## src/rtl/player_bullet_if.sv

```systemverilog
// Player/bullet control bundle: button and hit inputs toward the block,
// cannon/bullet position, shot status and score back from it.
interface player_bullet_if #(
  parameter int COLS = 20,
  parameter int ROWS = 8
);
  localparam int XW = $clog2(COLS);
  localparam int YW = $clog2(ROWS);

  logic          fire;
  logic          move_left;
  logic          move_right;
  logic          hit;
  logic [XW-1:0] player_x;
  logic [XW-1:0] bullet_x;
  logic [YW-1:0] bullet_y;
  logic          bullet_active;
  logic          shot_done;
  logic [7:0]    score;

  modport master (
    output fire, move_left, move_right, hit,
    input  player_x, bullet_x, bullet_y, bullet_active, shot_done, score
  );

  modport slave (
    input  fire, move_left, move_right, hit,
    output player_x, bullet_x, bullet_y, bullet_active, shot_done, score
  );
endinterface

```

## src/rtl/player_bullet.sv

```systemverilog
// Player cannon movement and single-bullet flight control for the invaders playfield.
// Define PLAYER_BULLET_SCORE_EN to build the saturating hit-score counter.
module player_bullet #(
  parameter int COLS     = 20,
  parameter int ROWS     = 8,
  parameter int STEP_DIV = 4,
  parameter int MOVE_DIV = 8
) (
  input  logic           clk,
  input  logic           reset,
  player_bullet_if.slave bus
);
  localparam int XW = $clog2(COLS);
  localparam int YW = $clog2(ROWS);
  localparam int SW = (STEP_DIV > 1) ? $clog2(STEP_DIV) : 1;
  localparam int MW = (MOVE_DIV > 1) ? $clog2(MOVE_DIV) : 1;

  localparam logic [SW-1:0] STEP_LAST = SW'(STEP_DIV - 1);
  localparam logic [MW-1:0] MOVE_LAST = MW'(MOVE_DIV - 1);
  localparam logic [XW-1:0] X_MAX     = XW'(COLS - 1);
  localparam logic [XW-1:0] X_HOME    = XW'(COLS / 2);
  localparam logic [YW-1:0] Y_TOP     = YW'(ROWS - 1);

  typedef enum logic [1:0] {IDLE, FLY, RETIRE} state_t;

  state_t        state_reg, state_next;
  logic          fire_prev_reg;
  logic [SW-1:0] step_reg, step_next;
  logic [MW-1:0] move_reg, move_next;
  logic [XW-1:0] player_x_reg, player_x_next;
  logic [XW-1:0] bullet_x_reg, bullet_x_next;
  logic [YW-1:0] bullet_y_reg, bullet_y_next;
  logic          active_reg, active_next;
  logic          shot_done_reg, shot_done_next;
  logic          fire_edge;

  assign fire_edge = bus.fire & ~fire_prev_reg;

  always_ff @(posedge clk) begin
    if (reset) begin
      state_reg     <= IDLE;
      fire_prev_reg <= 1'b1;  // a button held through reset must be released first
      step_reg      <= '0;
      move_reg      <= '0;
      player_x_reg  <= X_HOME;
      bullet_x_reg  <= '0;
      bullet_y_reg  <= '0;
      active_reg    <= 1'b0;
      shot_done_reg <= 1'b0;
    end else begin
      state_reg     <= state_next;
      fire_prev_reg <= bus.fire;
      step_reg      <= step_next;
      move_reg      <= move_next;
      player_x_reg  <= player_x_next;
      bullet_x_reg  <= bullet_x_next;
      bullet_y_reg  <= bullet_y_next;
      active_reg    <= active_next;
      shot_done_reg <= shot_done_next;
    end
  end

  // Bullet flight: outputs for RETIRE are set on the edge entering it so
  // shot_done is high exactly while the FSM sits in RETIRE.
  always_comb begin
    state_next     = state_reg;
    step_next      = step_reg;
    bullet_x_next  = bullet_x_reg;
    bullet_y_next  = bullet_y_reg;
    active_next    = active_reg;
    shot_done_next = 1'b0;
    case (state_reg)
      IDLE: begin
        if (fire_edge) begin
          bullet_x_next = player_x_reg;
          bullet_y_next = YW'(1);
          active_next   = 1'b1;
          step_next     = '0;
          state_next    = FLY;
        end
      end
      FLY: begin
        if (bus.hit) begin
          active_next    = 1'b0;
          shot_done_next = 1'b1;
          state_next     = RETIRE;
        end else if (step_reg == STEP_LAST) begin
          step_next = '0;
          if (bullet_y_reg == Y_TOP) begin
            active_next    = 1'b0;
            shot_done_next = 1'b1;
            state_next     = RETIRE;
          end else begin
            bullet_y_next = bullet_y_reg + YW'(1);
          end
        end else begin
          step_next = step_reg + SW'(1);
        end
      end
      RETIRE: state_next = IDLE;
      default: state_next = IDLE;
    endcase
  end

  // Cannon movement runs on its own divider, unaffected by the bullet.
  always_comb begin
    player_x_next = player_x_reg;
    move_next     = move_reg + MW'(1);
    if (move_reg == MOVE_LAST) begin
      move_next = '0;
      if (bus.move_left && !bus.move_right && player_x_reg != '0)
        player_x_next = player_x_reg - XW'(1);
      else if (bus.move_right && !bus.move_left && player_x_reg < X_MAX)
        player_x_next = player_x_reg + XW'(1);
    end
  end

  assign bus.player_x      = player_x_reg;
  assign bus.bullet_x      = bullet_x_reg;
  assign bus.bullet_y      = bullet_y_reg;
  assign bus.bullet_active = active_reg;
  assign bus.shot_done     = shot_done_reg;

`ifdef PLAYER_BULLET_SCORE_EN
  // Only the score cares how a shot ended, so the hit flag lives here.
  logic       hit_flag_reg;
  logic [7:0] score_reg;

  always_ff @(posedge clk) begin
    if (reset) begin
      hit_flag_reg <= 1'b0;
      score_reg    <= '0;
    end else begin
      if (state_reg == FLY && state_next == RETIRE)
        hit_flag_reg <= bus.hit;
      if (state_reg == RETIRE && hit_flag_reg && score_reg != 8'hFF)
        score_reg <= score_reg + 8'd1;
    end
  end

  assign bus.score = score_reg;
`else
  assign bus.score = 8'd0;
`endif
endmodule

```

## src/flat_wrapper.sv

```systemverilog
// flat-port wrapper written by rule: the top's interface ports become plain ports
module player_bullet_flat 
#(
  parameter int COLS     = 20,
  parameter int ROWS     = 8,
  parameter int STEP_DIV = 4,
  parameter int MOVE_DIV = 8
)
  (clk, reset, bus_fire, bus_move_left, bus_move_right, bus_hit, bus_player_x, bus_bullet_x, bus_bullet_y, bus_bullet_active, bus_shot_done, bus_score);
  player_bullet_if #(.COLS(COLS), .ROWS(ROWS)) bus_i ();
  input  logic clk;
  input  logic reset;
  input wire logic [$bits(bus_i.fire)-1:0] bus_fire;
  input wire logic [$bits(bus_i.move_left)-1:0] bus_move_left;
  input wire logic [$bits(bus_i.move_right)-1:0] bus_move_right;
  input wire logic [$bits(bus_i.hit)-1:0] bus_hit;
  output wire logic [$bits(bus_i.player_x)-1:0] bus_player_x;
  output wire logic [$bits(bus_i.bullet_x)-1:0] bus_bullet_x;
  output wire logic [$bits(bus_i.bullet_y)-1:0] bus_bullet_y;
  output wire logic [$bits(bus_i.bullet_active)-1:0] bus_bullet_active;
  output wire logic [$bits(bus_i.shot_done)-1:0] bus_shot_done;
  output wire logic [$bits(bus_i.score)-1:0] bus_score;
  assign bus_i.fire = bus_fire;
  assign bus_i.move_left = bus_move_left;
  assign bus_i.move_right = bus_move_right;
  assign bus_i.hit = bus_hit;
  assign bus_player_x = bus_i.player_x;
  assign bus_bullet_x = bus_i.bullet_x;
  assign bus_bullet_y = bus_i.bullet_y;
  assign bus_bullet_active = bus_i.bullet_active;
  assign bus_shot_done = bus_i.shot_done;
  assign bus_score = bus_i.score;
  player_bullet #(.COLS(COLS), .ROWS(ROWS), .STEP_DIV(STEP_DIV), .MOVE_DIV(MOVE_DIV)) u_core (.clk(clk), .reset(reset), .bus(bus_i));
endmodule
```

## config.mk

```make
export PLATFORM = sky130hd
export DESIGN_NAME = player_bullet_flat
export DESIGN_NICKNAME = d
export VERILOG_FILES = /design/src/rtl/player_bullet_if.sv /design/src/rtl/player_bullet.sv /design/src/flat_wrapper.sv
export SDC_FILE = /design/constraint.sdc
export NUM_CORES = 1
export LEC_CHECK = 0
export BUFFER_PORTS_ARGS = -buffer_cell sky130_fd_sc_hd__buf_2
export CAP_MARGIN = 20
export CELL_PAD_IN_SITES_DETAIL_PLACEMENT = 0
export CELL_PAD_IN_SITES_GLOBAL_PLACEMENT = 2
export CORE_MARGIN = 4
export CORE_UTILIZATION = 25
export DETAILED_ROUTE_END_ITERATION = 10
export PLACE_DENSITY_LB_ADDON = 0.1
export SLEW_MARGIN = 20
export SYNTH_ARGS = -nofsm -noshare
export SYNTH_HDL_FRONTEND = slang
export SYNTH_SLANG_ARGS = --single-unit
```

## constraint.sdc

```tcl
create_clock -name clk -period 5.55 [get_ports clk]
set_input_delay 1.3875 -clock clk [delete_from_list [all_inputs] [get_ports clk]]
set_output_delay 1.3875 -clock clk [all_outputs]
set_load 0.01 [all_outputs]
```

# Word level (Yosys, flattened, before mapping)
# Cells that the tools add are included.
[word_totals]
elab_cells = 70
ff_bits = 23
in_bits = 6
out_inout_bits = 23
[classes]
add_sub_neg = 5
reduce_logical = 18
muxes = 24
bitwise = 3
magnitude_cmp = 1
n_eq_ne = 10
[ops]
columns = ["op", "n"]
rows = [
  ["$mux W2", 7],
  ["$mux W3", 4],
  ["$mux W5", 2],
  ["$pmux W2 S2", 2],
  ["$mux W1", 7],
  ["$add A3 B1 Y3 const B", 2],
  ["$eq A3 B3 Y1 const B", 2],
  ["$ne A3 B2 Y1 const B", 2],
  ["$pmux W3 S2", 1],
  ["$reduce_and A3 Y1", 2],
  ["$add A5 B1 Y5 const B", 1],
  ["$lt A5 B5 Y1 const B", 1],
  ["$reduce_and A5 Y1", 1],
  ["$reduce_bool A5 Y1", 1],
  ["$sub A5 B1 Y5 const B", 1],
  ["$logic_and A1 B1 Y1", 4],
  ["$ne A2 B1 Y1 const B", 2],
  ["$ne A2 B2 Y1 const B", 2],
  ["$reduce_and A2 Y1", 2],
  ["$reduce_and A4 Y1", 1],
  ["$reduce_bool A2 Y1", 2],
  ["$reduce_or A2 Y1", 2],
  ["$add A2 B1 Y2 const B", 1],
  ["$eq A2 B1 Y1 const B", 1],
  ["6 further kinds", 8],
]

# Longest topological paths before layout
# Gate-level depths: netlist of the first run.
[depth]
ltp_word = 5
ltp_mapped = 7
mapped_depth_nobuf = 7

# Worst setup path before layout of the first run
# No wires, ideal clock.
[synth_timing]
path_type = "input port to flip-flop"
startpoint = "input bus_move_left"
endpoint = "register u_core.player_x_reg[4], in the netlist u_core.bus.player_x[4]"
path_buffers = 0
stages = 7
slack_ns = 2.484
t_arrival_ns = 2.946
required_time_ns = 5.429
setup_ns = 0.121
path_cell_list = "nor2b_1 o21a_1 fa_1 a21o_1 a21oi_1 mux2i_1 mux2_2"
[synth_between]
elab_chain_len = 5
word_cells_on_any_way = 8
cone_classes = "mux (1); reduce/logical (7)"
[synth_rtl]
columns = ["item", "line_no", "text"]
rows = [
  ["from (decl)", "flat_wrapper.sv:14", "input wire logic [$bits(bus_i.move_left)-1:0] bus_move_left;"],
  ["$logic_not A1 Y1", "player_bullet.sv:113", "else if (bus.move_right && !bus.move_left && player_x_reg < X_MAX)"],
  ["$logic_and A1 B1 Y1 (2 in a row)", "player_bullet.sv:113", ""],
  ["$reduce_bool A2 Y1 (no source line)", "-", ""],
  ["$reduce_and A2 Y1 (no source line)", "-", ""],
  ["to (signal assigned)", "player_bullet.sv:55", "player_x_reg <= player_x_next;"],
  ["to (decl)", "player_bullet.sv:30", "logic [XW-1:0] player_x_reg, player_x_next;"],
]
# Parallel ways exist; a longest one is shown, timed or not.
# A chain may end at the register's enable or synchronous reset.

# Final worst setup path of the first run
[layout_timing]
startpoint = "input bus_move_right"
endpoint = "register u_core.player_x_reg[4], in the netlist u_core.bus.player_x[4]"
[layout_between]
elab_chain_len = 5
word_cells_on_any_way = 8
cone_classes = "mux (1); reduce/logical (7)"
[layout_rtl]
columns = ["item", "line_no", "text"]
rows = [
  ["from (decl)", "flat_wrapper.sv:15", "input wire logic [$bits(bus_i.move_right)-1:0] bus_move_right;"],
  ["$logic_not A1 Y1", "player_bullet.sv:111", "if (bus.move_left && !bus.move_right && player_x_reg != '0)"],
  ["$logic_and A1 B1 Y1 (2 in a row)", "player_bullet.sv:111", ""],
  ["$reduce_bool A2 Y1 (no source line)", "-", ""],
  ["$reduce_and A2 Y1 (no source line)", "-", ""],
]
# Parallel ways exist; a longest one is shown, timed or not.

==> results of run 1 <==
[cells by family (layout without fill, tap and decap cells)]
family,Yosys count,count (layout)
AO/OA/AOI/OAI,25,25
XOR/XNOR,2,2
adder cells (fa/ha/maj),9,9
buffers and inverters,12,25
flip-flops,23,23
multiplexers,7,7
other,1,8
AND/OR/NAND/NOR,41,41
[final cells by class]
class | instances | area share [%]
well taps | 52 | 4.94
multi-input cells | 92 | 48.8
flip-flops and latches | 23 | 34.9
inverters | 1 | 0.285
repair buffers | 20 | 7.60
clock buffers | 4 | 3.42
[synth_stat cells]
library cell,count
o211ai_2,1
fa_1,1
or3b_1,1
buf_4,8
a21oi_1,10
ha_1,8
nor2b_1,3
a221oi_1,1
mux2i_1,6
nor4b_2,1
or4_1,1
o211a_1,1
nand3_1,6
a211o_1,1
nand2b_1,5
nor3b_1,2
or4_4,1
a21o_1,5
conb_1,1
dfxtp_1,23
or2_2,1
nor2_1,10
clkbuf_1,3
nand2_1,2
nand3b_1,1
inv_1,1
o21ai_0,1
nor3_1,6
o22ai_1,1
mux2_2,1
a31oi_1,1
o21a_1,2
xor2_1,2
o211ai_1,1
nor4bb_1,1
[per-layer routing]
layer / part of all wire (%) / track usage [%] / vias up
met5: 0 / 0 / -
met4: 1.9 / 4.66 / 0
met3: 3.6 / 1.98 / 5
met2: 46 / 14.3 / 16
met1: 49 / 12.5 / 416
li1: - / - / 454
[power groups by stage]
stage                     clock (mW)  combinational, mW  sequential, mW
final                          0.107             0.0283           0.173
after global placement             0             0.0281           0.176
after CTS                      0.114             0.0286           0.173
after detailed placement           0             0.0285           0.177
after global routing           0.119             0.0326           0.173
after floorplan                    0             0.0238           0.177
[path summary, 6_finish.rpt]
path                                               to  slack, ns
hold / removal          u_core.move_reg[0]$_SDFF_PP0_       0.44
setup / recovery  u_core.bus.player_x[4]$_SDFFE_PP0P_       2.58
hold reg to reg         u_core.move_reg[0]$_SDFF_PP0_       0.44
setup reg to reg  u_core.bus.player_x[4]$_SDFFE_PP0P_       2.88
[stage by stage]
step,worst slack (ns),instances
2_1_floorplan,2.48,127
3_3_place_gp,2.33,188
3_5_place_dp,2.29,188
4_1_cts,2.59,192
5_1_grt,2.49,192
6_report,2.58,192
[critical path, delay by kind of cell]
family | cells | cell delay (ns)
mux | 2 | 0.55
simple gates | 1 | 0.22
fa+ha+maj | 1 | 0.29
compound gates | 3 | 0.58
buf+inv | 1 | 0.10
==> impl_metrics.json, run 1 <==
{
  "fin_skew_ns": 0.00467,
  "synthSimpleGateAreaFrac_pct": 20.5,
  "post-cts-setup-buffer-count": 0,
  "drv_cap": 0,
  "syn_area_mm2": 0.00115,
  "synth_seq_cells": 23,
  "seq_power_share_pct": 56.0,
  "synth_warnings": 0,
  "first_pass_iters": 4,
  "start_util_pct": 26.1,
  "drive_gt1_share_pct": 20.0,
  "max_freq_ghz": 0.337,
  "core_mm2": 0.00441,
  "placed_area_mm2": 0.00127,
  "die_y_um": 75.9,
  "grt_pass1_vias": 813,
  "area_delta_synth_final_pct": 14.3,
  "slew_headroom_pct": 35.9,
  "wl_um": 2530,
  "die-area_mm2": 0.00576,
  "post-dp-hpwl_um": 1870,
  "final_cell_mix": "dfxtp_1, buf_2, a21oi_1, nor2_1",
  "cpMaxStageDelayCell": "mux2_2",
  "drt-initial-drc-count": 29,
  "route.vias.total": 891,
  "hp-class": "reg2reg",
  "worstMarginPinSlew_ns": 0.958,
  "synth_top_family_by_area": "simple AND/OR/NAND/NOR gates",
  "grt_max_degree": 24,
  "slowest_delay_ns": 0.34,
  "period_needed_ns": 2.97,
  "seqCellArea_um2": 460,
  "synth_area_leader_cell": "dfxtp_1",
  "drv_slew": 0,
  "status": "finished, final reports clean",
  "cts_buffers": 3,
  "synth_area_per_cell_um2": 9.60,
  "final_util_pct": 29.8,
  "cts_max_path_buffers": 2,
  "rsz0062_at_grt": "false",
  "wl_per_cell_um": 13.2,
  "yosysUniqueCellTypes": 35,
  "grt_overflow": 0,
  "synthAdderAreaFrac_pct": 10.4,
  "crit_chain": "buf_2 -> nor2b_1 -> o21a_1 -> ha_1 -> a21o_1 -> a21oi_1 -> mux2i_1 -> mux2_2",
  "cts_resized": 0,
  "cts_hold_buf": 0,
  "postSynthCellCount": 120,
  "reg2regPathDepth": 7,
  "cp_max_fo": 4,
  "synth-compound-area-share_pct": 14.5,
  "clock-sinks": 23,
  "switchingPower_mw": 0.0755,
  "num-nets-final": 156,
  "cts_tree": "built",
  "holdCritStartpoint": "u_core.move_reg[0]$_SDFF_PP0_",
  "synthXorXnorAreaFrac_pct": 1.52,
  "avgViaCountPerCell": 4.64,
  "num-fill-cells": 482,
  "multiInputGateArea_um2": 643,
  "finalCritPeriodShare_pct": 53.4,
  "io_buffers": 20,
  "synthMuxAreaShare_pct": 6.19,
  "layout_commonest_cell": "dfxtp_1",
  "ys_top_cells_by_area": "dfxtp_1, ha_1, mux2i_1",
  "antenna_found_initial": 0,
  "n_antenna_cell": 0,
  "ys_seq_area_share_pct": 40.0,
  "comb_power_share_pct": 9.2,
  "vdd_drop_max_uv": 78.2,
  "critPathRequiredTime_ns": 5.72,
  "pwr-share-clk_pct": 34.8,
  "start_kind": "input pin",
  "ant_nets": 0,
  "arrival_ns": 3.13,
  "criticalPathCategory": "in2reg",
  "rows": 24,
  "route.detailed.drc": 0,
  "hold_ws_ns": 0.440,
  "htreeDepth": 1,
  "clk_pin_slew_ns": 0.09,
  "p_leak_nw": 0.593,
  "setup_violations": 0,
  "synth_top_area_share_pct": 40.0,
  "crit_start": "bus_move_right",
  "power_density_mw_per_mm2": 234,
  "intPower_mw": 0.233,
  "tns_ns": 0,
  "insertion_delay_ns": 0.27,
  "grtUsageTotal_pct": 9.37,
  "cts_root_buffer": "clkbuf_8",
  "place_congestion": 0.681,
  "pin_count": 29,
  "critPathCaptureType": "flop",
  "power_mw": 0.308,
  "whs_path_depth": 1,
  "final_cell_area_mm2": 0.00132,
  "timing.rr.start": "u_core.bus.player_x[1]$_SDFFE_PP1P_",
  "swShare_pct": 24.5,
  "fp.dieW_um": 75.9,
  "hold_viol": 0,
  "grt_pass1_wl_um": 3970
}
Power figures use the tool's default switching activity.
==> run 2: changes to the inputs <==
- clock period: 5.55 -> 2.8 ns (I/O delays scaled with it)
==> run 2 against run 1 <==
  * Die area did not move
  * Cell count rose by 3.1%
  * First-iteration DRC count fell by 34%
  * Routed wire length fell by 4.9%
  * Non-clock buffer count rose by 6
  * Flip-flop and latch count did not move
  * Cell area rose by 3.4%
  * Register-to-register slack got worse by 2.6 ns
  * Total power rose by 94%
  * Core utilization rose by 1.0 points
  * Clock-buffer cell count did not move
  * Critical endpoint unchanged
  * Largest cell class unchanged
  * Largest power group unchanged
  * Highest routed layer unchanged
==> impl_metrics.json, run 2 (synthesis gave the netlist of run 1 again) <==
{
  "grt_pass1_wl_um": 3880,
  "setup_violations": 0,
  "pwr-share-clk_pct": 33.5,
  "hold_ws_ns": 0.437,
  "rrSetupSlack_ns": 0.27,
  "core_mm2": 0.00441,
  "drv_cap": 0,
  "period_needed_ns": 2.53,
  "clock-sinks": 23,
  "crit_chain": "or4_4 -> o21a_1 -> fa_1 -> a21o_1 -> a21oi_1 -> mux2i_1 -> mux2_2",
  "first_pass_iters": 4,
  "power_density_mw_per_mm2": 440,
  "die-area_mm2": 0.00576,
  "drive_gt1_share_pct": 23.3,
  "io_buffers": 20,
  "grt_max_degree": 24,
  "intPower_mw": 0.462,
  "cpMaxStageDelayCell": "or4_4",
  "route.vias.total": 902,
  "wl_per_cell_um": 12.2,
  "final_cell_area_mm2": 0.00136,
  "dp.cells": 194,
  "top_usage_layer": "met2",
  "cts_root_buffer": "clkbuf_8",
  "hp-class": "reg2reg",
  "route.detailed.drc": 0,
  "cts_tree": "built",
  "criticalPathCategory": "reg2reg",
  "final_cell_mix": "dfxtp_1, buf_2, a21oi_1, nor2_1",
  "drv_slew": 0,
  "post-dp-hpwl_um": 1880,
  "layout_commonest_cell": "dfxtp_1",
  "place_congestion": 0.778,
  "avgViaCountPerCell": 4.56,
  "insertion_delay_ns": 0.26,
  "grtUsageMet2_pct": 13.8,
  "vdd_drop_max_uv": 178,
  "post-cts-setup-buffer-count": 0,
  "drt-initial-drc-count": 19,
  "met1_usage_pct": 12.2,
  "max_freq_ghz": 0.395,
  "cts_hold_buf": 0,
  "worstMarginPinSlew_ns": 0.673,
  "fin_skew_ns": 0.00250,
  "cp_max_fo": 4,
  "status": "finished, final reports clean",
  "wl_um": 2410,
  "start_kind": "flop",
  "grt_pass1_vias": 800,
  "cts_buffers": 3,
  "critPathRequiredTime_ns": 2.95,
  "die_y_um": 75.9,
  "grtUsageTotal_pct": 8.97,
  "placed_area_mm2": 0.00132,
  "p_leak_nw": 0.623,
  "rsz0062_at_grt": "false",
  "grt_overflow": 0,
  "critPathCaptureType": "flop",
  "final_util_pct": 30.9,
  "tns_ns": 0,
  "final_cells": 198,
  "pin_count": 29,
  "slowest_delay_ns": 0.55,
  "clk_pin_slew_ns": 0.08,
  "comb_power_share_pct": 9.5,
  "antenna_found_initial": 0,
  "arrival_ns": 2.69,
  "hold_viol": 0,
  "seq_power_share_pct": 57.0,
  "fp.dieW_um": 75.9,
  "n_antenna_cell": 0,
  "cts_max_path_buffers": 2,
  "num-nets-final": 162,
  "switchingPower_mw": 0.138,
  "finalCritPeriodShare_pct": 90.4,
  "htreeDepth": 1,
  "cts_resized": 0,
  "rows": 24,
  "start_util_pct": 26.1,
  "area_delta_synth_final_pct": 18.2,
  "slew_headroom_pct": 55.1,
  "ant_nets": 0,
  "swShare_pct": 23.0,
  "grt_use_met3_pct": 3.17
}
[run 2: per-stage QoR]
step           setup WS (ns)  total power, mW
6_report               0.268            0.599
5_1_grt                0.154            0.639
4_1_cts                0.252            0.617
3_5_place_dp           0.211            0.407
3_3_place_gp           0.265            0.407
2_1_floorplan          0.235            0.398
[run 2: cell type report]
| type | count | area, µm² |
|---|---|---|
| fillers | 477 | 3050 |
| multi-input cells | 92 | 643 |
| flip-flops and latches | 23 | 460 |
| repair buffers | 26 | 145 |
| well taps | 52 | 65.1 |
| clock buffers | 4 | 45.0 |
| inverters | 1 | 3.75 |
[run 2: worst max-delay path: cells and delay by family (launching register included)]
family                     cells  cell delay (ns)
AOI/OAI and AO/OA              3             0.61
and+or+nand+nor                1             0.55
muxes                          2             0.55
adders and majority gates      1             0.41
DFF                            1             0.31
[run 2: layer usage]
metal  up-vias  wire length [µm]
li1        467                 -
met1       414              1150
met5         -                 0
met2        19              1130
met4         0                21
met3         2               110
[run 2: worst paths after layout]
path | startpoint | endpoint | cells past startpoint
worst max-delay path | u_core.bus.player_x[1]$_SDFFE_PP1P_ | u_core.bus.player_x[4]$_SDFFE_PP0P_ | 7
worst min-delay path | u_core.move_reg[0]$_SDFF_PP0_ | u_core.move_reg[0]$_SDFF_PP0_ | 1
worst max register to register | u_core.bus.player_x[1]$_SDFFE_PP1P_ | u_core.bus.player_x[4]$_SDFFE_PP0P_ | 7
worst min register to register | u_core.move_reg[0]$_SDFF_PP0_ | u_core.move_reg[0]$_SDFF_PP0_ | 1
[run 2: power groups by stage]
stage          clock, mW  combinational, mW  sequential, mW
2_1_floorplan          0             0.0473           0.351
3_3_place_gp           0             0.0577           0.349
3_5_place_dp           0             0.0579           0.350
4_1_cts            0.217             0.0580           0.342
5_1_grt            0.230             0.0663           0.343
6_report           0.201             0.0570           0.342
